[src/rtl/pisca_pkg.sv]
`default_nettype none
// +------------------------------------------------------------------+
// | pisca_pkg                                                        |
// | Shared mode encoding and index-width helper for pisca_multi.     |
// | Revision: 1.0                                                    |
// +------------------------------------------------------------------+
package pisca_pkg;

  localparam int MODE_W = 2;

  typedef enum logic [MODE_W-1:0] {
    OFF     = 2'd0,
    ON      = 2'd1,
    BLINK   = 2'd2,
    ONESHOT = 2'd3
  } mode_e;

  // Channel index width; a single channel still gets a 1-bit index port.
  function automatic int ch_width(input int n);
    return (n > 1) ? $clog2(n) : 1;
  endfunction

endpackage
`default_nettype wire

[src/rtl/pisca_ch.sv]
`default_nettype none
// +------------------------------------------------------------------+
// | pisca_ch                                                         |
// | One LED channel: OFF / ON / BLINK / ONESHOT with period counter. |
// | Revision: 1.0                                                    |
// +------------------------------------------------------------------+
module pisca_ch
  import pisca_pkg::*;
#(
  parameter int CNT_W          = 26,
  parameter int DEFAULT_PERIOD = 25_000_000
) (
  input  logic             clk,
  input  logic             rst,
  input  logic             i_tick,
  input  logic             i_wr,
  input  mode_e            i_mode,
  input  logic [CNT_W-1:0] i_period,
  output logic             o_led,
  output logic             o_done
);

  localparam logic [CNT_W-1:0] c_default_period = CNT_W'(DEFAULT_PERIOD);

  mode_e            r_mode;
  logic [CNT_W-1:0] r_period;
  logic [CNT_W-1:0] r_cnt;
  logic             r_led;
  logic             r_done;
  logic             w_at_end;

  assign w_at_end = (r_cnt == r_period);

  always_ff @(posedge clk or posedge rst) begin
    if (rst) begin
      r_mode   <= OFF;
      r_period <= c_default_period;
      r_cnt    <= '0;
      r_led    <= 1'b0;
      r_done   <= 1'b0;
    end else begin
      r_done <= 1'b0;
      // A write wins over a terminal count landing on the same edge.
      if (i_wr) begin
        r_mode   <= i_mode;
        r_period <= i_period;
        r_cnt    <= '0;
        r_led    <= (i_mode == ON) || (i_mode == ONESHOT);
      end else begin
        case (r_mode)
          OFF: begin
            r_led <= 1'b0;
            r_cnt <= '0;
          end
          ON: begin
            r_led <= 1'b1;
            r_cnt <= '0;
          end
          BLINK: begin
            if (i_tick) begin
              if (w_at_end) begin
                r_led <= ~r_led;
                r_cnt <= '0;
              end else begin
                r_cnt <= r_cnt + CNT_W'(1);
              end
            end
          end
          ONESHOT: begin
            if (i_tick) begin
              if (w_at_end) begin
                r_led  <= 1'b0;
                r_cnt  <= '0;
                r_mode <= OFF;
                r_done <= 1'b1;
              end else begin
                r_cnt <= r_cnt + CNT_W'(1);
              end
            end
          end
          default: r_mode <= OFF;
        endcase
      end
    end
  end

  assign o_led  = r_led;
  assign o_done = r_done;

endmodule
`default_nettype wire

[src/rtl/pisca_multi.sv]
`default_nettype none
// +------------------------------------------------------------------+
// | pisca_multi                                                      |
// | N_CH independent LED blinkers with write decode and optional     |
// | shared tick prescaler (enabled by macro PISCA_PRESCALE_EN).      |
// | Revision: 1.0                                                    |
// +------------------------------------------------------------------+
module pisca_multi
  import pisca_pkg::*;
#(
  parameter int N_CH           = 4,
  parameter int CNT_W          = 26,
  parameter int DEFAULT_PERIOD = 25_000_000,
  parameter int PRESCALE       = 50
) (
  input  logic                        CLOCK_50,
  input  logic                        KEY,
  input  logic                        cfg_we,
  input  logic [ch_width(N_CH)-1:0]   cfg_ch,
  input  logic [MODE_W-1:0]           cfg_mode,
  input  logic [CNT_W-1:0]            cfg_period,
  output logic [N_CH-1:0]             LEDG,
  output logic [N_CH-1:0]             done
);

  localparam int c_ch_w = ch_width(N_CH);

  logic  w_tick;
  mode_e w_mode;

  assign w_mode = mode_e'(cfg_mode);

`ifdef PISCA_PRESCALE_EN
  localparam int c_pre_w = (PRESCALE > 1) ? $clog2(PRESCALE) : 1;

  logic [c_pre_w-1:0] r_pre;

  assign w_tick = (r_pre == c_pre_w'(PRESCALE - 1));

  always_ff @(posedge CLOCK_50 or posedge KEY) begin
    if (KEY) begin
      r_pre <= '0;
    end else if (w_tick) begin
      r_pre <= '0;
    end else begin
      r_pre <= r_pre + c_pre_w'(1);
    end
  end
`else
  assign w_tick = 1'b1;
`endif

  // Indices at or above N_CH match no channel, so such writes are dropped.
  for (genvar g = 0; g < N_CH; g++) begin : g_ch
    logic w_hit;

    assign w_hit = cfg_we && (cfg_ch == c_ch_w'(g));

    pisca_ch #(
      .CNT_W          (CNT_W),
      .DEFAULT_PERIOD (DEFAULT_PERIOD)
    ) u_ch (
      .clk      (CLOCK_50),
      .rst      (KEY),
      .i_tick   (w_tick),
      .i_wr     (w_hit),
      .i_mode   (w_mode),
      .i_period (cfg_period),
      .o_led    (LEDG[g]),
      .o_done   (done[g])
    );
  end

endmodule
`default_nettype wire

[config.mk]
export PLATFORM = sky130hd
export DESIGN_NAME = pisca_multi
export DESIGN_NICKNAME = d
export VERILOG_FILES = /design/src/rtl/pisca_pkg.sv /design/src/rtl/pisca_ch.sv /design/src/rtl/pisca_multi.sv
export SDC_FILE = /design/constraint.sdc
export NUM_CORES = 1
export LEC_CHECK = 0
export ABC_AREA = 1
export CAP_MARGIN = 30
export CELL_PAD_IN_SITES_DETAIL_PLACEMENT = 1
export CELL_PAD_IN_SITES_GLOBAL_PLACEMENT = 1
export CORE_ASPECT_RATIO = 1.5
export CORE_MARGIN = 1.5
export CORE_UTILIZATION = 48
export DETAILED_ROUTE_END_ITERATION = 10
export GPL_TIMING_DRIVEN = 0
export PLACE_DENSITY_LB_ADDON = 0.1
export SLEW_MARGIN = 15
export SYNTH_ARGS = -nofsm -noshare
export SYNTH_HDL_FRONTEND = slang
export SYNTH_SLANG_ARGS = --single-unit
export TNS_END_PERCENT = 30
[constraint.sdc]
create_clock -name CLOCK_50 -period 13.1 [get_ports CLOCK_50]
set_clock_uncertainty 0.2 [all_clocks]
set_input_delay 3.275 -clock CLOCK_50 [delete_from_list [all_inputs] [get_ports CLOCK_50]]
set_output_delay 3.275 -clock CLOCK_50 [all_outputs]
set_load 0.005 [all_outputs]
==> results of run 1 <==
[worst paths after layout]
check,startpoint,to,cells after the start
max,cfg_ch[1],g_ch[0].u_ch.r_mode[1],6
min,g_ch[2].u_ch.r_period[13],g_ch[2].u_ch.r_period[13],2
max reg2reg,g_ch[1].u_ch.r_cnt[1],g_ch[1].u_ch.r_cnt[16],8
min reg2reg,g_ch[2].u_ch.r_period[13],g_ch[2].u_ch.r_period[13],2
max in group asynchronous,KEY,g_ch[0].u_ch.r_period[12],4
min in group asynchronous,KEY,g_ch[1].u_ch.r_mode[0],2
[through the flow]
step                cell area [µm²]  hold WS [ps]  cells  setup slack, ps
global route                  13700           320   1930             7790
global placement              12800           269   1884              462
detailed placement            12900           278   1886             7390
floorplan                     12000           251   1520             3570
finish                        13700           287   1930             7910
CTS                           13700           286   1930             7930
[routing by layer]
layer | part of all wire [%] | vias to the layer above
li1 | - | 4847
met1 | 39 | 5063
met2 | 53 | 171
met3 | 3.8 | 73
met4 | 3.5 | 0
met5 | 0 | -
[registers in the layout, summed over array words and instances, names as in the netlist]
| signal | cells |
|---|---|
| g_ch.u_ch.o_done | 4 |
| g_ch.u_ch.o_led | 4 |
| g_ch.u_ch.r_cnt | 104 |
| g_ch.u_ch.r_mode | 8 |
| g_ch.u_ch.r_period | 104 |
[final cells by class]
class | count | area [µm²] | area share [%]
Inverter | 180 | 683 | 5.00
Multi-Input combinational cell | 1076 | 5420 | 39.7
Clock buffer | 33 | 686 | 5.02
Tap cell | 324 | 405 | 2.97
Timing Repair Buffer | 42 | 455 | 3.34
Clock inverter | 11 | 109 | 0.797
Buffer | 40 | 224 | 1.64
Sequential cell | 224 | 5670 | 41.5
[worst register-to-register path: stages, from the launching register on]
cell	delay, ps
dfrtp_1	480
ha_1	240
nand2_1	80
nor3_1	490
nand3_1	180
nor2_1	210
nand3_1	100
nand3_1	100
nor2_1	50
[power groups by stage]
| stage | Sequential [mW] | Combinational (mW) | Clock [mW] |
|---|---|---|---|
| after floorplan | 0.823 | 0.185 | 0 |
| after global placement | 0.841 | 0.254 | 0 |
| after detailed placement | 0.844 | 0.271 | 0 |
| after CTS | 0.834 | 0.277 | 0.707 |
| after global routing | 0.841 | 0.313 | 0.729 |
| final | 0.833 | 0.272 | 0.696 |
[placed cells by master (no fill, tap or decap), types with 5 or more instances in the layout]
master and instances:
clkinv_2 8, clkdlybuf4s50_1 40, ha_1 16, xnor2_1 57, nand2_2 8, nor3_1 35, nand3_1 64, inv_2 6
clkbuf_16 25, nand2_1 429, dfstp_2 48, nand4_1 25, inv_1 173, xor2_1 77, clkbuf_1 24, nor2_4 7
dfrtp_1 176, o21ai_0 107, buf_4 14, nor2_2 5, a21oi_1 10, nor2_1 209
[logic make-up (layout without fill, tap and decap cells)]
logic type / count (synthesis) / count (layout) / share of synthesized area [%]
simple gates: 801 / 801 / 28.4
flops: 224 / 224 / 47.3
buf+inv: 220 / 306 / 7.50
xor+xnor: 134 / 134 / 9.79
compound gates: 125 / 125 / 5.40
fa+ha+maj: 16 / 16 / 1.67
[synthesized netlist by cell type]
cell type    n
nand3b_1     2
nor3b_1      2
nand3b_2     1
dfrtp_1    176
buf_4       14
o21ai_1      1
nor2_4       7
nand2_2      8
nor2_1     209
xnor2_1     57
a21oi_1     10
nand2_4      3
nand4_1     25
o31ai_1      4
inv_2        6
a31o_2       1
ha_1        16
xor2_1      77
o21ai_2      2
nor3_1      35
nand3_1     64
buf_2        2
dfstp_2     48
inv_1      174
nand3_2      4
o21ai_0    107
nor4_1       2
nor2_2       5
nor3_2       2
clkbuf_2     3
nand2_1    429
nor3_4       3
buf_6        2
clkbuf_1    19
==> run_results.csv, run 1 <==
group,metric,value,unit
global_routing,use_met2,55.0,%
die,die_y,197,µm
setup_path,worstPathArrival,5400,ps
logic_synthesis,synthCells,1520,
power,combPwrFrac,15.1,%
global_routing,overflow,0,
timing,tightest_slew,953,ps
clock_tree,postCtsSetupRepairBufs,0,
logic_synthesis,ys.warnings.count,0,
global_routing,grt_usage,29.2,%
power,clkPwrFrac,38.6,%
clock_tree,postCtsResizedCells,0,
timing,report.final.slew_viol_count,0,
global_routing,grt_pass1_vias,11256,
setup_path,ff2ff_setup_slack,10860,ps
cells_and_area,area_delta_synth_final,13.9,%
logic_synthesis,synth.net_count,1569,
clock_tree,clk_path_buf_depth,3,
detailed_routing,wl_per_cell,18.8,µm
die,core_area,24400,µm²
placed_design,hpwl,27100,µm
timing,fin_crit_sh,39.6,%
power,p_per_area,132,nW/µm²
clock_tree,clock_latency,530,ps
timing,slew_headroom,36.1,%
power,swShare,28.5,%
placed_design,globalplace.congestion,0.873,
detailed_routing,via_per_inst,5.26,
detailed_routing,first_pass_iters,4,
global_routing,grt_max_degree,94,
setup_path,path_class,"input pin to flop",
timing,finalSetupTns,0,ps
setup_path,crit_required,13310,ps
setup_path,crit_chain,"clkdlybuf4s50_1 -> nor3_2 -> inv_1 -> clkbuf_1 -> nand3_1 -> nand2_1",
clock_tree,cts_num_sinks,224,
timing,fmax,193,MHz
setup_path,crit_fanout,10,
run_status,status,"finished, final reports clean",
power,total_power,1.80,mW
cells_and_area,filler_cell_count,3052,
detailed_routing,ant_nets,0,
timing,rsz0062_at_grt,"no",
detailed_routing,routed_wirelength,36400,µm
logic_synthesis,synth-seq-cells,224,
cells_and_area,finalNetCount,1637,
die,io_pins,41,
logic_synthesis,synth.yosys.seq_area_share,47.3,%
detailed_routing,drt-initial-drc-count,442,
global_routing,grt_pass1_wl,59100,µm
timing,final.min_clock_period,5190,ps
logic_synthesis,yosys-top-cells-area,"dfrtp_1 37%, nand2_1 13%, dfstp_2 11%",
min_path,hold_class,"flop to flop",
setup_path,crit_path_end_kind,"flop",
logic_synthesis,synth_top_area_share,36.7,%
clock_tree,cts_made_buffers,24,
die,rows,70,
clock_tree,ctsHoldBuffers,0,
die,dieArea,26000,µm²
cells_and_area,utilization,55.9,%
logic_synthesis,synth_area_leader_cell,"dfrtp_1",
clock_tree,h-tree-depth,1,
setup_path,critical-path-top-delay-family,"buffers and inverters",
timing,finalHoldViolCount,0,
die,die_w,132,µm
power,cell_internal_pwr,1.29,mW
detailed_routing,num_vias,10154,
power,max-vdd-ir-drop,0.0000971,V
cells_and_area,num_antenna_cells,0,
setup_path,cp-start-kind,"input pin",
global_routing,busiest_layer,"met2",
clock_tree,cts_tree,"yes",
global_routing,antenna_found_initial,0,
power,p_leak,6.24,nW
setup_path,cpPeakStageDelay,810,ps
placed_design,portBuffers,40,
die,initial_core_util,49.1,%
power,switchingPower,0.512,mW
global_routing,grt_use_met1,34.2,%
clock_tree,cts_root_buffer,"clkbuf_16",
job,maxCapViolCount,0,
timing,finalSetupViolCount,0,
global_routing,use_met3,3.16,%
setup_path,slowest_stage,"nor3_2",
cells_and_area,final_layout_size_suffix_gt1_share,9.53,%
logic_synthesis,avgSynthCellArea,7.89,µm²
power,seqPwrFrac,46.3,%
clock_tree,clk_pin_slew,60,ps
setup_path,cp.buffers_inverters,3,
detailed_routing,remaining_drc_errors,0,
logic_synthesis,netlist-cell-type-count,34,
logic_synthesis,synthesis.area,12000,µm²
Power figures use the tool's default switching activity.
==> run 2: changes to the inputs <==
Settings changed: CORE_UTILIZATION 48 to 42.
Clock period 13.1 ns to 4.7 ns, I/O delays scaled along.
==> run 2 against run 1 <==
  * Utilization is 6.5 points lower
  * Combinational power grew to 2.8 times the previous value
  * Die area is 14% higher
  * Highest routed layer unchanged
==> run_results.csv, run 2 (synthesized netlist as in run 1, its figures left out) <==
group,metric,value,unit
timing,fmax,327,MHz
global_routing,overflow,0,
min_path,hold_depth,2,
cells_and_area,final_cell_mix,"429 x nand2_1, 209 x nor2_1, 176 x dfrtp_1",
clock_tree,clk_pin_slew,60,ps
setup_path,worstPathArrival,3270,ps
timing,slew_headroom,50.3,%
clock_tree,postCtsSetupRepairBufs,0,
die,die_y,210,µm
clock_tree,clk_path_buf_depth,3,
setup_path,ff2ff_setup_slack,2430,ps
placed_design,portBuffers,40,
timing,final.min_clock_period,3060,ps
die,core_area,28100,µm²
detailed_routing,routed_wirelength,37200,µm
setup_path,rr_endpoint,"g_ch[2].u_ch.r_cnt[22]",
cells_and_area,layout_commonest_cell,"nand2_1",
global_routing,grt_pass1_vias,10830,
detailed_routing,remaining_drc_errors,0,
die,dieArea,29600,µm²
clock_tree,cts_made_buffers,25,
detailed_routing,wl_per_cell,19.0,µm
setup_path,crit_path_end_kind,"flop",
timing,rsz0062_at_grt,"no",
cells_and_area,finalNetCount,1643,
detailed_routing,ant_nets,0,
cells_and_area,multi_input_area,5420,µm²
global_routing,busiest_layer,"met2",
timing,fin_crit_sh,65.0,%
power,p_per_area,375,nW/µm²
min_path,min_from,"g_ch[2].u_ch.r_period[13]",
detailed_routing,first_pass_iters,4,
clock_tree,ctsHoldBuffers,0,
global_routing,antenna_found_initial,0,
global_routing,grt_use_met1,31.2,%
setup_path,crit_fanout,10,
global_routing,use_met2,48.4,%
timing,hold_slack,280,ps
setup_path,cp-start-kind,"input pin",
timing,final.setup.worst_slack,1640,ps
clock_tree,cts_root_buffer,"clkbuf_16",
cells_and_area,top_regs,"g_ch.u_ch.r_cnt x104, g_ch.u_ch.r_period x104, g_ch.u_ch.r_mode x8",
timing,finalHoldViolCount,0,
setup_path,r2r_cells,10,
placed_design,globalplace.congestion,0.869,
detailed_routing,num_vias,10002,
cells_and_area,num_antenna_cells,0,
min_path,min_to,"g_ch[2].u_ch.r_period[13]",
placed_design,dp_slack,1120,ps
setup_path,crit_required,4910,ps
setup_path,r2r_start,"g_ch[2].u_ch.r_cnt[17]",
cells_and_area,area_delta_synth_final,15.4,%
placed_design,place_inst,1913,
global_routing,grt_usage,26.2,%
cells_and_area,final_layout_size_suffix_gt1_share,10.2,%
run_status,status,"finished, final reports clean",
global_routing,use_met3,2.37,%
clock_tree,cts_num_sinks,224,
die,io_pins,41,
clock_tree,h-tree-depth,1,
global_routing,grt_max_degree,36,
die,initial_core_util,42.7,%
detailed_routing,drt-initial-drc-count,399,
placed_design,hpwl,28200,µm
cells_and_area,final_cells,1959,
cells_and_area,filler_cell_count,3405,
power,p_leak,6.30,nW
detailed_routing,via_per_inst,5.11,
cells_and_area,regArea,5670,µm²
die,rows,75,
clock_tree,clock_latency,540,ps
die,die_w,141,µm
global_routing,grt_pass1_wl,59400,µm
timing,report.final.slew_viol_count,0,
job,maxCapViolCount,0,
cells_and_area,utilization,49.3,%
clock_tree,cts_tree,"yes",
setup_path,path_class,"input pin to flop",
timing,finalSetupTns,0,ps
min_path,hold_class,"flop to flop",
timing,finalSetupViolCount,0,
clock_tree,postCtsResizedCells,0,
timing,tightest_slew,742,ps
power,max-vdd-ir-drop,0.000285,V
[run 2: cell types whose count changed in the layout (fill, tap and decap cells not counted), moves of 2 or more]
cell and change:
clkinvlp_4 +3, buf_12 +7, buf_16 -2, bufinv_16 +2, clkbuf_1 -4
[run 2: metal layers]
metal  vias to the layer above  wire length, µm
met5                         -                0
met4                         0             1490
met3                        55              888
met2                       119            19500
met1                      4975            15300
li1                       4853                -
[run 2: worst max-delay path: stages]
cell and delay (ps):
clkdlybuf4s50_1 560, nor3_2 690, nor2_1 290, nand2_2 230, buf_4 230, nor2_1 80
[run 2: how the worst max path moves through the flow]
stage                     slack [ps]                      to      start
after floorplan                  440     g_ch[0].u_ch.o_done        KEY
after global placement         -1500  g_ch[3].u_ch.r_cnt[13]        KEY
after detailed placement        1120  g_ch[0].u_ch.r_cnt[17]  cfg_ch[0]
after CTS                       1670  g_ch[0].u_ch.r_cnt[17]  cfg_ch[0]
after global routing            1540  g_ch[0].u_ch.r_cnt[17]  cfg_ch[0]
final                           1640  g_ch[0].u_ch.r_cnt[17]  cfg_ch[0]
[run 2: layout make-up]
cell class / count / area share [%]
Clock buffer: 30 / 4.95
Clock inverter: 16 / 1.37
Buffer: 40 / 1.62
Tap cell: 346 / 3.13
Sequential cell: 224 / 40.9
Inverter: 180 / 4.91
Multi-Input combinational cell: 1076 / 39.2
Timing Repair Buffer: 47 / 3.91
[run 2: per-stage QoR]
step,cell area (µm²),power (mW)
5_1_grt,13800,5.43
3_3_place_gp,12800,3.06
4_1_cts,13800,5.25
6_report,13800,5.19
3_5_place_dp,13000,3.12
2_1_floorplan,12000,2.81
[run 2: where the power goes]
group	internal [mW]	total [mW]	leakage [nW]	switching, mW
clock	1.26	2.11	0.435	0.850
sequential	2.16	2.31	2.85	0.154
combinational	0.305	0.766	3.02	0.461
total	3.72	5.19	6.30	1.47
